## src/rtl/decoder_scan.sv

```systemverilog
// decoder_scan: registered one-hot channel decoder with a prescaled scan mode.
//
// Operating mode is chosen every cycle from En/mode:
//   IDLE   (En=0)         outputs inactive, idx held, load ignored
//   DIRECT (En=1,mode=0)  load captures A into idx
//   SCAN   (En=1,mode=1)  idx advances to the next enabled channel every
//                         PRESCALE cycles; load restarts the count from A
//
// Ports:
//   clk, rst_n     clock, asynchronous active-low reset
//   En, mode       enable / mode select (0 DIRECT, 1 SCAN)
//   A, load        channel to capture and its single-cycle strobe
//   mask           (DECODER_SCAN_MASK_EN only) bit i=1 disables channel i
//   out            registered one-hot decode of idx (inverted if ACTIVE_LOW)
//   idx            current channel index
//   step, wrap     one-cycle pulses on scan advance / advance to a lower index
//
// Build option: define DECODER_SCAN_MASK_EN to add the channel mask port.
module decoder_scan #(
  parameter int SEL_W      = 4,
  parameter int PRESCALE   = 100000,
  parameter int ACTIVE_LOW = 0
) (
  input  logic                    clk,
  input  logic                    rst_n,
  input  logic                    En,
  input  logic                    mode,
  input  logic [SEL_W-1:0]        A,
  input  logic                    load,
`ifdef DECODER_SCAN_MASK_EN
  input  logic [(2**SEL_W)-1:0]   mask,
`endif
  output logic [(2**SEL_W)-1:0]   out,
  output logic [SEL_W-1:0]        idx,
  output logic                    step,
  output logic                    wrap
);

  localparam int OUT_W = 2**SEL_W;
  localparam int PW    = (PRESCALE > 1) ? $clog2(PRESCALE) : 1;
  localparam logic [PW-1:0]    PSC_LAST = PW'(PRESCALE - 1);
  localparam logic [OUT_W-1:0] OUT_OFF  = {OUT_W{ACTIVE_LOW != 0}};

  typedef enum logic [1:0] {S_IDLE, S_DIRECT, S_SCAN} state_e;

  state_e             state_q, state_d;
  logic [SEL_W-1:0]   idx_q, idx_d;
  logic [PW-1:0]      psc_q, psc_d;
  logic               step_q, step_d;
  logic               wrap_q, wrap_d;
  logic [OUT_W-1:0]   out_q, out_d;

  // Channel enable vector
  logic [OUT_W-1:0] en_ch;
`ifdef DECODER_SCAN_MASK_EN
  assign en_ch = ~mask;
`else
  assign en_ch = '1;
`endif

  // Next enabled channel after idx_q, searched circularly. Walking k from
  // the far end down lets the nearest hit overwrite the others. k=OUT_W
  // lands back on idx_q, so a single enabled channel re-selects itself.
  logic [SEL_W-1:0] nxt_idx, cand;
  logic             nxt_ok;
  always_comb begin
    nxt_idx = idx_q;
    nxt_ok  = 1'b0;
    cand    = '0;
    for (int k = OUT_W; k >= 1; k--) begin
      cand = idx_q + SEL_W'(k);
      if (en_ch[cand]) begin
        nxt_idx = cand;
        nxt_ok  = 1'b1;
      end
    end
  end

  // Next state follows the inputs directly every cycle
  always_comb begin
    state_d = S_IDLE;
    if (En) state_d = mode ? S_SCAN : S_DIRECT;
  end

  // Datapath acts on this cycle's mode decision so load/advance take effect
  // on the same edge as the mode change; state_q only marks scan entry.
  always_comb begin
    idx_d  = idx_q;
    psc_d  = '0;
    step_d = 1'b0;
    wrap_d = 1'b0;
    unique case (state_d)
      S_DIRECT: if (load) idx_d = A;
      S_SCAN: begin
        if (load) begin
          idx_d = A;              // load beats a coincident terminal count
        end else if (state_q != S_SCAN) begin
          psc_d = '0;             // fresh entry: full PRESCALE before first step
        end else if (psc_q == PSC_LAST) begin
          if (nxt_ok) begin
            idx_d  = nxt_idx;
            step_d = 1'b1;
            wrap_d = (nxt_idx < idx_q);
          end
        end else begin
          psc_d = psc_q + 1'b1;
        end
      end
      default: ;
    endcase

    out_d = OUT_OFF;
    if (state_d != S_IDLE && en_ch[idx_d])
      out_d = (OUT_W'(1) << idx_d) ^ OUT_OFF;
  end

  always_ff @(posedge clk or negedge rst_n) begin
    if (!rst_n) begin
      state_q <= S_IDLE;
      idx_q   <= '0;
      psc_q   <= '0;
      step_q  <= 1'b0;
      wrap_q  <= 1'b0;
      out_q   <= OUT_OFF;
    end else begin
      state_q <= state_d;
      idx_q   <= idx_d;
      psc_q   <= psc_d;
      step_q  <= step_d;
      wrap_q  <= wrap_d;
      out_q   <= out_d;
    end
  end

  assign out  = out_q;
  assign idx  = idx_q;
  assign step = step_q;
  assign wrap = wrap_q;

endmodule
```

## config.mk

```make
export PLATFORM = sky130hd
export DESIGN_NAME = decoder_scan
export DESIGN_NICKNAME = d
export VERILOG_FILES = /design/src/rtl/decoder_scan.sv
export SDC_FILE = /design/constraint.sdc
export NUM_CORES = 1
export LEC_CHECK = 0
export CAP_MARGIN = 10
export CELL_PAD_IN_SITES_DETAIL_PLACEMENT = 0
export CELL_PAD_IN_SITES_GLOBAL_PLACEMENT = 2
export CORE_MARGIN = 2
export CORE_UTILIZATION = 34
export CTS_CLUSTER_DIAMETER = 30
export DETAILED_ROUTE_END_ITERATION = 8
export MAX_ROUTING_LAYER = met4
export PLACE_DENSITY_LB_ADDON = 0.1
export SETUP_SLACK_MARGIN = 0.5
export SLEW_MARGIN = 20
export SYNTH_ARGS = -nofsm -noshare
export SYNTH_HDL_FRONTEND = slang
export SYNTH_SLANG_ARGS = --single-unit
```

## constraint.sdc

```tcl
create_clock -name clk -period 2.6 [get_ports clk]
set_input_delay 0.52 -clock clk [delete_from_list [all_inputs] [get_ports clk]]
set_output_delay 0.52 -clock clk [all_outputs]
set_load 0.1 [all_outputs]
```

* Word-level counts from Yosys, hierarchy flattened
Memory sizes are Yosys's and may differ from the RTL's.
Index checks and enable logic that the tools add are counted.
** Word-level totals
- Logic and storage cells :: 135
- Bits in read-only memories :: 272
- Bits of input ports :: 9
- Register bits after elaboration :: 41
- Memories :: 17
- Output and inout port bits :: 22
** Memories
- (no name shown) :: depth 16, width 1, read ports 1, clocked after Yosys merged registers in 0, write ports 0, line 113 : if (state_d != S_IDLE && en_ch[idx_d])
- (no name shown) :: depth 16, width 1, read ports 1, clocked after Yosys merged registers in 0, write ports 0, line 72 : if (en_ch[cand]) begin
- (no name shown) :: depth 16, width 1, read ports 1, clocked after Yosys merged registers in 0, write ports 0, line 72
- (no name shown) :: depth 16, width 1, read ports 1, clocked after Yosys merged registers in 0, write ports 0, line 72
- (no name shown) :: depth 16, width 1, read ports 1, clocked after Yosys merged registers in 0, write ports 0, line 72
- (no name shown) :: depth 16, width 1, read ports 1, clocked after Yosys merged registers in 0, write ports 0, line 72
- +11 memories
** Operators by class
- Reductions and logical operators :: 2
- Multiplexer cells :: 71
- Equality and inequality tests :: 4
- Shifts and indexed selects :: 1
- Magnitude comparators :: 18
- Add/sub/neg operators :: 16
** Operator list (number)
- $lt 4x5->1 const B :: 17
- $mux 4 :: 20
- $mux 17 :: 4
- $mux 1 :: 43
- $add 4x4->4 const B :: 8
- $add 17x1->17 const B :: 1
- $eq 17x17->1 const B :: 1
- $add 4x3->4 const B :: 4
- $mux 16 :: 1
- $shl 1x4->16 const A :: 1
- $add 4x2->4 const B :: 2
- $pmux 4 s2 :: 1
- $add 4x1->4 const B :: 1
- $lt 4x4->1 :: 1
- $mux 2 :: 2
- $eq 2x1->1 const B :: 1
- $eq 2x2->1 const B :: 1
- $ne 2x2->1 const B :: 1
- $reduce_bool 2->1 :: 1
- $logic_and 1x1->1 :: 1

* Longest topological paths before layout
- Depth after elaboration :: 27
- Mapped depth :: 8
- Gate-level depth less buffers :: 7

* Least setup slack after synthesis
OpenSTA, ideal clock, no wires.
- Path kind :: register -> register
- Start point :: register idx_q[0] (netlist: idx[0])
- End point :: register out_q[0] (netlist: out[0])
- Library setup time :: 0.101 ns
- Period minus slack after synthesis :: 2.355 ns
- Data arrival time :: 2.254 ns
- Path buffers :: 0
- Data required time :: 2.499 ns
- Cell stages (with the launch flop) :: 7
- Path slack :: 0.245 ns
- Cells stage by stage :: dfrtp_1 > ha_1 > ha_1 > nor3_1 > o31ai_4 > inv_4 > nor4_1
** On the way
- Longest elaborated chain between the ends :: 27
- Elaborated cells between the ends (all ways) :: 89
- Those cells by class :: add/sub: 15; shift: 1; mux: 55; reduce/logical: 1; memory: 17
** RTL lines
- start: declaration :: line 47 : logic [SEL_W-1:0] idx_q, idx_d;
- start signal: assignment :: line 127 : idx_q <= idx_d;
- $add 4x4->4 or $mem_v2 16x1 (tied branches)
- $mem_v2 16x1 or $mux 1 (tied branches)
- $mux 1 (not written as such) :: line 72
- $mux 4 or $mux 1 (tied branches) (15 in series) :: line 72
- $mux 4 * :: line 100 : if (nxt_ok) begin
- $mux 4 * :: line 99 : end else if (psc_q == PSC_LAST) begin
- $mux 4 * :: line 97 : end else if (state_q != S_SCAN) begin
- $mux 4 * :: line 95 : if (load) begin
- $pmux 4 s2 * :: line 92 : unique case (state_d)
- named net idx_d[2] :: line 47
- $mem_v2 16x1
- $mux 1 (not written as such) :: line 113
- $logic_and 1x1->1 :: line 113
- $mux 16 * :: line 113
- named net out_d[0] :: line 51 : logic [OUT_W-1:0] out_q, out_d;
- end signal: assignment :: line 131 : out_q <= out_d;
- end: declaration :: line 51
The timed path passes the listed nets; every way through them passes the cells marked *. The select of a mux whose other input is x is not followed.

* Worst setup path after layout
- Start point :: register psc_q[0]
- End point :: register out_q[13] (netlist: out[13])
** On the way
- Longest elaborated chain between the ends :: 9
- Elaborated cells between the ends (all ways) :: 10
- Those cells by class :: eq/ne: 1; shift: 1; mux: 6; reduce/logical: 1; memory: 1
** RTL lines
- start: declaration :: line 48 : logic [PW-1:0] psc_q, psc_d;
- start signal: assignment :: line 128 : psc_q <= psc_d;
- $eq 17x17->1 * :: line 99
- $mux 4 * :: line 99
- $mux 4 * :: line 97
- $mux 4 * :: line 95
- $pmux 4 s2 * :: line 92
- $mem_v2 16x1
- $mux 1 (not written as such) :: line 113
- $logic_and 1x1->1 :: line 113
- $mux 16 * :: line 113
- named net out_d[13] :: line 51
Marks and branches as above.

==> impl_metrics.env <==
export IMPL_synth_area_per_cell_um2=11.11
export IMPL_grt_pass1_wl_mm=7.341
export IMPL_critPathKind="reg2reg"
export IMPL_relSlewSlack=0.5354
export IMPL_clock_latency_ps=290
export IMPL_p_leak_uw=0.001149
export IMPL_synth_common_cells="41 x dfrtp_1, 23 x nor2_1, 17 x nor4_1"
export IMPL_placed_area_mm2=0.002273
export IMPL_fillers=519
export IMPL_ys_ff_latch=41
export IMPL_tightest_slew_ps=697.0
export IMPL_cp_arrival_ps=2230
export IMPL_rr_startpoint="psc_q[0]"
export IMPL_use_met1=0.1762
export IMPL_avgRoutedWirePerCell_um=14.99
export IMPL_synth_edff_count=0
export IMPL_dpl_hpwl_mm=3.097
export IMPL_use_met2=0.2735
export IMPL_worstSetupEndpointType="flop"
export IMPL_cp_required_ps=2770
export IMPL_synth_cells=171
export IMPL_power_density_mw_per_mm2=645.9
export IMPL_grt_max_degree=31
export IMPL_crit_start="psc_q[0]"
export IMPL_ys_types=42
export IMPL_core_area_mm2=0.005439
export IMPL_synth_async_reset_ratio=1.000
export IMPL_dieArea_mm2=0.006204
export IMPL_fin_crit_sh=0.7913
export IMPL_htree_num_levels=2
export IMPL_finalClockSkew_ps=8.086
export IMPL_setup_tns_ps=0
export IMPL_min_path_type="in2async"
export IMPL_yosysTopAreaCell="dfrtp_1"
export IMPL_antenna_found_initial=0
export IMPL_yosys_warnings=0
export IMPL_rsz0062_at_grt="yes"
export IMPL_synthFlopType="dfrtp_1"
export IMPL_initial_core_util=0.3494
export IMPL_synth_seq_area_share=0.5398
export IMPL_crit_end="out[13]"
export IMPL_numCtsBuffers=5
export IMPL_path_clk_slew_ps=90
export IMPL_worstPathMaxFanout=8
export IMPL_cts_sinks=41
export IMPL_cts_hold_buffers=0
export IMPL_vias=1431
export IMPL_ff2ff_path_depth=7
export IMPL_hold_violations=0
export IMPL_vias_per_cell=4.918
export IMPL_min_period_ps=2057
export IMPL_fin_nets=230
export IMPL_die_height_um=78.77
export IMPL_yosys_cell_count_top_type="dfrtp_1"
export IMPL_pin_count=31
export IMPL_grt_usage=0.1557
export IMPL_grt_pass1_vias=1548
export IMPL_setup_viol=0
export IMPL_reg2reg_to="out[13]"
export IMPL_ys_top_cells_by_area="dfrtp_1 54%, nor4_1 5.6%, nor2_1 4.5%"
export IMPL_firstDrtPassIters=4
export IMPL_drc=0
export IMPL_syn2layout_area_growth_pct=38.25
export IMPL_drtAntennaViolNets=0
export IMPL_dpl_worst_slack_ps=153.7
export IMPL_port_buffers=30
export IMPL_root_buffer="clkbuf_8"
export IMPL_status="finished clean"
export IMPL_ff2ff_setup_slack_ps=540
export IMPL_final_util=0.4831
export IMPL_clockBufferDepth=2
export IMPL_drive_gt1_frac=0.3881
export IMPL_worst_slack_ps=542.6
export IMPL_rows=27
export IMPL_drt_iter0_drc=28
export IMPL_ff_latch_area_mm2=0.001035
export IMPL_routed_wl_mm=4.361
export IMPL_finalHoldWorstSlack_ps=273.6
export IMPL_busiest_layer="met2"
export IMPL_grtUsageMet3=0.03864
export IMPL_cts_tree="built"
export IMPL_syn_cell_area_mm2=0.001901
export IMPL_grt_overflow=0
export IMPL_drv_cap=0
export IMPL_synth_nets=183
export IMPL_drv_slew=0
export IMPL_peakVddDrop_mv=0.3780
export IMPL_final_area_mm2=0.002628
export IMPL_die_w_um=78.77
export IMPL_diodes=0
export IMPL_multi_input_area_um2=977.2
export IMPL_routabilityCongestion=0.7963
export IMPL_critPathLaunchType="flop"
export IMPL_fmax_ghz=0.4860
export IMPL_netlist_area_leader_share=0.5398
-- layer usage --
| metal | vias to the layer above | wire, µm |
|---|---|---|
| met4 | 0 | 42 |
| li1 | 700 | - |
| met3 | 6 | 143 |
| met1 | 709 | 1858 |
| met5 | - | 0 |
| met2 | 16 | 2317 |
-- layout make-up --
cell class,count,share of cell area
sequential,41,0.3938
multi-input combinational,118,0.3719
timing repair buffer,44,0.1324
tap,72,0.03429
clock buffer,5,0.02619
clock inverter,3,0.02619
inverter,7,0.01286
timing repair inverter,1,0.002381
-- where the power goes --
| part | internal, µW | switching (µW) |
|---|---|---|
| Combinational | 107 | 292 |
| Sequential | 660 | 18.2 |
| Clock | 387 | 233 |
| Total | 1150 | 544 |
-- worst max-delay path, cell delays in order, from the launching register on --
cell,delay [ps]
dfrtp_1,410
ha_4,160
and4_4,270
nand4_4,180
mux2_4,370
o221ai_4,240
buf_4,240
nor4_1,70
-- cell usage in the layout (no fill, tap or decap), types with 2 or more instances in the layout --
cell type         n
ha_1              2
nand2_2           2
nor4_4            5
o21ai_0           4
clkdlybuf4s50_1   6
bufinv_16         2
nor3_1            2
clkbuf_8          5
nand2_1           7
nor2_1           23
and4bb_2          2
nand2b_1          3
nand4_1           4
and3_1            5
buf_4            36
dfrtp_1          36
nand3_1           4
inv_1             4
dfrtp_2           4
inv_4             2
nor4_1            4
xor2_1            8
nor4_2            8
a21oi_1           3
xnor2_1           8
-- cell families (layout without fill, tap and decap cells) --
kind of cell / count (synthesis) / in the layout / synth area share
and+or+nand+nor: 81 / 81 / 0.2502
DFF: 41 / 41 / 0.5398
xor gates and xnor gates: 16 / 16 / 0.07374
AOI/OAI and AO/OA: 15 / 15 / 0.06847
buffers and inverters: 12 / 60 / 0.02896
adders and majority gates: 3 / 3 / 0.01975
muxes: 3 / 3 / 0.01909
-- worst min path at each step --
stage	startpoint	to	slack [ps]	cells past startpoint
global placement	psc_q[0]	psc_q[0]	480	1
detailed placement	psc_q[0]	psc_q[0]	480	1
global route	rst_n	psc_q[3]	310	1
floorplan	rst_n	idx[1]	220	0
CTS	rst_n	psc_q[3]	290	1
finish	rst_n	out[10]	270	1
-- state kept, by name (all words and copies together), names as in the netlist --
name,count
out,16
step,1
wrap,1
state_q,2
idx,4
psc_q,17
-- timing repair --
item	in CTS	in global routing
buffers inserted	1	5
gates resized for setup	4	28
gates cloned	0	1
setup endpoints to repair	16	18
endpoints found under the hold margin	0	0
pin swaps	1	12
-- through the flow --
| stage | power, µW | std cells |
|---|---|---|
| 3_5_place_dp | 1040 | 276 |
| 5_1_grt | 1773 | 291 |
| 2_1_floorplan | 934.5 | 171 |
| 6_report | 1697 | 291 |
| 4_1_cts | 1668 | 285 |
| 3_3_place_gp | 1036 | 276 |
Note: power is estimated with default switching activity, not from simulation.
